<file path="src/rtl/im_fetch_pkg.sv">
// Shared constants and FSM encoding for the instruction-memory fetch controller,
// also used by the IM wrapper and the CPU top.
package im_fetch_pkg;
  localparam int IM_ADDR_W = 10;
  localparam int IM_DATA_W = 32;
  localparam int IM_DEPTH  = 1 << IM_ADDR_W;

  typedef enum logic [1:0] {
    ST_IDLE  = 2'd0,
    ST_LOAD  = 2'd1,
    ST_RUN   = 2'd2,
    ST_DRAIN = 2'd3
  } fetch_state_t;
endpackage

</file>
<file path="src/rtl/im_fetch_skid.sv">
// Instruction output register plus a one-entry skid buffer that catches the
// response of a read still in flight when the pipeline stalls.
module im_fetch_skid
  import im_fetch_pkg::*;
#(
  parameter int DATA_W = IM_DATA_W
) (
  input  logic              clk,
  input  logic              rst_n,
  input  logic              clear,
  input  logic              stall,
  input  logic              rsp_valid,
  input  logic [DATA_W-1:0] rsp_data,
  output logic [DATA_W-1:0] instr,
  output logic              instr_valid,
  output logic              skid_full
);
  logic [DATA_W-1:0] skid_data;

  always_ff @(posedge clk or negedge rst_n) begin
    if (!rst_n) begin
      instr       <= '0;
      instr_valid <= 1'b0;
      skid_full   <= 1'b0;
      skid_data   <= '0;
    end else if (clear) begin
      // Flush/drain: everything buffered or arriving this cycle is dropped.
      instr_valid <= 1'b0;
      skid_full   <= 1'b0;
    end else if (stall) begin
      if (rsp_valid) begin
        skid_data <= rsp_data;
        skid_full <= 1'b1;
      end
    end else if (skid_full) begin
      instr       <= skid_data;
      instr_valid <= 1'b1;
      skid_full   <= rsp_valid;
      skid_data   <= rsp_data;
    end else if (rsp_valid) begin
      instr       <= rsp_data;
      instr_valid <= 1'b1;
    end else begin
      instr_valid <= 1'b0;
    end
  end
endmodule

</file>
<file path="src/rtl/im_fetch_ctrl.sv">
// Instruction-memory sequencer: shares the single-port IM between the program
// loader and the fetch stage, and holds the core in reset during a load.
module im_fetch_ctrl
  import im_fetch_pkg::*;
#(
  parameter int ADDR_W    = IM_ADDR_W,
  parameter int DATA_W    = IM_DATA_W,
  parameter bit BOOT_LOAD = 1'b1
) (
  input  logic              clk,
  input  logic              rst_n,
  input  logic              ld_valid,
  output logic              ld_ready,
  input  logic [DATA_W-1:0] ld_data,
  input  logic              ld_last,
  input  logic              ld_start,
  input  logic [31:0]       pc,
  input  logic              fetch_req,
  input  logic              stall,
  input  logic              flush,
  output logic [DATA_W-1:0] instr,
  output logic              instr_valid,
  output logic              core_run,
  output logic [ADDR_W-1:0] mem_addr,
  output logic              mem_re,
  output logic              mem_we,
  output logic [DATA_W-1:0] mem_wdata,
  input  logic [DATA_W-1:0] mem_rdata
);
  fetch_state_t      state;
  logic [ADDR_W-1:0] ld_addr;
  logic              inflight;
  logic              skid_full;
  logic              accept;
  logic              last_word;
  logic              clear;
  logic              unused_pc_hi;

  assign unused_pc_hi = ^pc[31:ADDR_W];

  assign accept    = (state == ST_LOAD) && ld_valid;
  assign last_word = ld_last || (ld_addr == {ADDR_W{1'b1}});
  assign ld_ready  = (state == ST_LOAD);
  assign mem_we    = accept;
  assign mem_wdata = accept ? ld_data : '0;

  // A reload request wins over flush; a flush frees the skid slot so it may read.
  assign mem_re = (state == ST_RUN) && !ld_start && fetch_req &&
                  (flush || (!stall && !skid_full));

  always_comb begin
    mem_addr = '0;
    if (accept)      mem_addr = ld_addr;
    else if (mem_re) mem_addr = pc[ADDR_W-1:0];
  end

  assign clear = flush || ld_start || (state != ST_RUN);

  always_ff @(posedge clk or negedge rst_n) begin
    if (!rst_n) begin
      state    <= ST_IDLE;
      ld_addr  <= '0;
      inflight <= 1'b0;
      core_run <= 1'b0;
    end else begin
      inflight <= mem_re;
      case (state)
        ST_IDLE: begin
          state    <= BOOT_LOAD ? ST_LOAD : ST_RUN;
          core_run <= !BOOT_LOAD;
        end
        ST_LOAD: begin
          if (accept) begin
            // The address counter saturates: the top word always ends the load.
            if (ld_addr != {ADDR_W{1'b1}}) ld_addr <= ld_addr + 1'b1;
            if (last_word) begin
              state    <= ST_RUN;
              core_run <= 1'b1;
            end
          end
        end
        ST_RUN: begin
          if (ld_start) begin
            state    <= ST_DRAIN;
            core_run <= 1'b0;
          end
        end
        ST_DRAIN: begin
          if (!inflight) begin
            ld_addr <= '0;
            state   <= ST_LOAD;
          end
        end
        default: state <= ST_IDLE;
      endcase
    end
  end

  im_fetch_skid #(.DATA_W(DATA_W)) u_skid (
    .clk         (clk),
    .rst_n       (rst_n),
    .clear       (clear),
    .stall       (stall),
    .rsp_valid   (inflight),
    .rsp_data    (mem_rdata),
    .instr       (instr),
    .instr_valid (instr_valid),
    .skid_full   (skid_full)
  );
endmodule

</file>
<file path="config.mk">
export PLATFORM = sky130hd
export DESIGN_NAME = im_fetch_ctrl
export DESIGN_NICKNAME = d
export VERILOG_FILES = /design/src/rtl/im_fetch_pkg.sv /design/src/rtl/im_fetch_skid.sv /design/src/rtl/im_fetch_ctrl.sv
export SDC_FILE = /design/constraint.sdc
export NUM_CORES = 1
export LEC_CHECK = 0
export ABC_CLOCK_PERIOD_IN_PS = 1800
export BUFFER_PORTS_ARGS = -buffer_cell sky130_fd_sc_hd__buf_2
export CORE_MARGIN = 3
export CORE_UTILIZATION = 35
export CTS_CLUSTER_SIZE = 16
export DETAILED_ROUTE_END_ITERATION = 16
export GPL_ROUTABILITY_DRIVEN = 0
export GPL_TIMING_DRIVEN = 0
export HOLD_SLACK_MARGIN = 0.08
export SLEW_MARGIN = 10
export SYNTH_ARGS = -nofsm -noshare
export SYNTH_HDL_FRONTEND = slang
export SYNTH_SLANG_ARGS = --single-unit
</file>
<file path="constraint.sdc">
create_clock -name clk -period 1.8 [get_ports clk]
set_input_delay 0.18 -clock clk [delete_from_list [all_inputs] [get_ports clk]]
set_output_delay 0.18 -clock clk [all_outputs]
set_load 0.1 [all_outputs]
</file>
==> impl_metrics.toml <==
[route]
drtAntennaViolNets = 0
vias = 3958
drt_iter0_drc = 183
vias_per_cell = 5.235
finalWirelength_um = 13890
drt_first_pass_iters = 4
wl_per_cell_um = 18.37
drc = 0

[critical_path]
r2r-end = "u_skid.instr[13]"
crit_required_ns = 2.05
crit_path_end_kind = "flip-flop"
cp-start-kind = "flip-flop"
regToRegSetupSlack_ns = -0.24
startpoint = "state[0]"
crit_fanout = 5
arrival_ns = 2.29
crit_end = "u_skid.instr[13]"
crit_type = "flip-flop to flip-flop"
ff2ff_path_depth = 10
rr_startpoint = "state[0]"

[power]
ir_drop_uv = 1342
p_leak_nw = 3.491
p_per_area_mw_per_mm2 = 1237
total_power_mw = 9.569

[sta]
final-max-slew-violation-count = 0
hold_violations = 0
setup_viol = 114
clock.fmax_mhz = 490.6
layout_setup_ws_ns = -0.2384
slew_headroom_pct = 47.64
period_needed_ns = 2.038
worst_pin_slew_ns = 0.7854
fin_worst_skew_ns = 0.008442
post-route-period-util_pct = 113.2
rsz0062_at_grt = "true"

[placement]
dpl.hpwl_um = 8359
preCtsSetupSlack_ns = -0.3144
numPortBuffers = 160

[run_status]
status = "finished, violations left"
violations = "negative setup slack"

[floorplanning]
initial_core_util_pct = 36.72
die_w_um = 113.8
core_area_mm2 = 0.01108
die_h_um = 113.8
ios = 183
num_rows = 38
die-area_mm2 = 0.01295

[flow_run]
drv_cap = 0

[synth]
async_reset_ff_share_pct = 100.0
synth.distinct_cells = 42
synth_cells = 395
synth-edff-count = 0
syn_nets = 505
yosysSeqAreaShare_pct = 49.22
syn_avg_cell_area_um2 = 10.30
synth_warnings = 0
synth_seq_cells = 80
synth-main-ff-cell = "dfrtp_1"
syn_area_mm2 = 0.004068

[min_path]
hp-class = "input port to flip-flop"

[cells_and_area]
fill_cells = 780
area_growth_syn_to_layout_pct = 90.16
diodes = 0
final_net_count = 721
utilization_pct = 69.82
drive_above_1_share_pct = 66.23

[clock_network]
cts_buffers = 9
clk_path_buf_depth = 2
clkSinkCount = 80
cts_tree = "yes"
root_buffer = "clkbuf_16"
h-tree-depth = 3
clkTransAtPathRegs_ns = 0.07
clk_latency_ns = 0.33

[grt]
grt_max_degree = 47
overflow = 0
antenna_found_initial = 0
grt_pass1_vias = 4405
grtUsageTotal_pct = 21.56
grt_pass1_wl_um = 22400
==> power by group <==
part           internal, mW  switching, mW  total (mW)  leakage, nW
Combinational          2.10           3.37        5.47         2.25
Sequential             2.03          0.189        2.22         1.10
Clock                  1.12          0.756        1.88        0.146
Total                  5.25           4.32        9.57         3.49
==> synth_stat cells (2+ instances only) <==
master | n | area [µm²]
a21oi_1 | 36 | 180.2
a2bb2oi_1 | 2 | 17.52
a31oi_1 | 5 | 31.28
a41oi_1 | 2 | 17.52
and2_1 | 2 | 12.51
and3_1 | 35 | 219.0
and4_4 | 2 | 22.52
buf_1 | 3 | 11.26
buf_2 | 11 | 55.05
buf_6 | 3 | 33.78
clkbuf_1 | 15 | 56.30
dfrtp_1 | 80 | 2002
ha_1 | 6 | 75.07
inv_1 | 3 | 11.26
mux2_1 | 32 | 360.4
mux2i_1 | 34 | 340.3
nand2_1 | 32 | 120.1
nand3_1 | 13 | 65.06
nand3b_1 | 2 | 15.01
nor2_1 | 37 | 138.9
nor2b_1 | 2 | 12.51
nor3_1 | 2 | 10.01
nor4b_1 | 2 | 17.52
o211ai_1 | 2 | 15.01
o21ai_0 | 11 | 55.05
o31ai_1 | 5 | 37.54
==> metrics by stage <==
stage / cells / TNS [ns] / instance area (µm²) / hold WS, ns
6_report: 756 / -17.51 / 7735 / 0.09392
2_1_floorplan: 395 / -4.463 / 4395 / -0.1156
3_5_place_dp: 696 / -23.12 / 5401 / 0.1698
5_1_grt: 756 / -24.41 / 7735 / 0.08450
4_1_cts: 758 / -15.01 / 7550 / 0.08125
3_3_place_gp: 695 / -25.82 / 5371 / 0.4134
==> sequential cells by signal (all words and copies together) (netlist names) <==
signal              cells
u_skid.skid_full        1
u_skid.instr           32
ld_addr                10
inflight                1
core_run                1
u_skid.skid_data       32
state                   2
u_skid.instr_valid      1
==> worst min-delay path by stage <==
stage	endpoint	startpoint	cells past startpoint
2_1_floorplan	core_run	rst_n	0
3_3_place_gp	u_skid.skid_data[28]	mem_rdata[28]	2
3_5_place_dp	u_skid.instr[4]	rst_n	1
4_1_cts	u_skid.skid_data[22]	mem_rdata[22]	2
5_1_grt	u_skid.skid_data[30]	mem_rdata[30]	2
6_report	u_skid.skid_data[30]	mem_rdata[30]	2
==> kinds of logic (layout without fill, tap and decap cells) <==
logic type / after synthesis / after routing / synth area share, %
adders and majority gates: 6 / 6 / 1.846
and+or+nand+nor: 136 / 136 / 16.89
AOI/OAI and AO/OA: 71 / 71 / 10.61
muxes: 66 / 66 / 17.23
buffers and inverters: 36 / 257 / 4.214
DFF: 80 / 80 / 49.22
==> layer usage <==
layer	vias to the layer above	share of wire, %	track usage [%]
met5	-	0	0
met4	0	1.9	5.859
met3	17	6.2	5.836
met2	142	51	37.18
met1	1957	41	26.70
li1	1842	-	-
==> worst max-delay path, stage by stage, from the launching register on <==
cell and delay, ns:
dfrtp_2 0.44, inv_2 0.09, ha_4 0.13, or3b_4 0.42
nor3_4 0.24, buf_6 0.16, buf_12 0.11, buf_8 0.12
buf_6 0.12, nor2_4 0.03, a21oi_2 0.10
==> cell usage in the layout, fill, tap and decap left out, types with 13 or more instances in the layout <==
| cell | netlist | layout |
|---|---|---|
| dfrtp_1 | 80 | 76 |
| clkbuf_16 | 0 | 15 |
| buf_8 | 0 | 13 |
| nor2_1 | 37 | 18 |
| buf_4 | 0 | 17 |
| mux2i_1 | 34 | 34 |
| nand2_1 | 32 | 22 |
| buf_12 | 0 | 50 |
| and3_4 | 0 | 32 |
| buf_2 | 11 | 116 |
| buf_6 | 3 | 18 |
| a21oi_2 | 1 | 29 |
| mux2_4 | 0 | 32 |
==> repair_timing <==
item / in CTS / in global routing
pin swaps: 41 / 24
hold buffers: 2 / 0
setup buffers: 35 / 10
endpoints found under the hold margin: 35 / 0
resized for setup: 337 / 66
gates cloned: 12 / 1
setup endpoints to repair: 114 / 123
==> final cells by class <==
type,instances,area (µm²),share of cell area [%]
Buffer,26,329.1,4.254
Clock buffer,11,242.7,3.138
Clock inverter,5,63.81,0.8250
Inverter,4,22.52,0.2912
Multi-Input combinational cell,279,2756,35.64
Sequential cell,80,2007,25.95
Tap cell,140,175.2,2.265
Timing Repair Buffer,211,2138,27.64
Power figures use the tool's default switching activity.
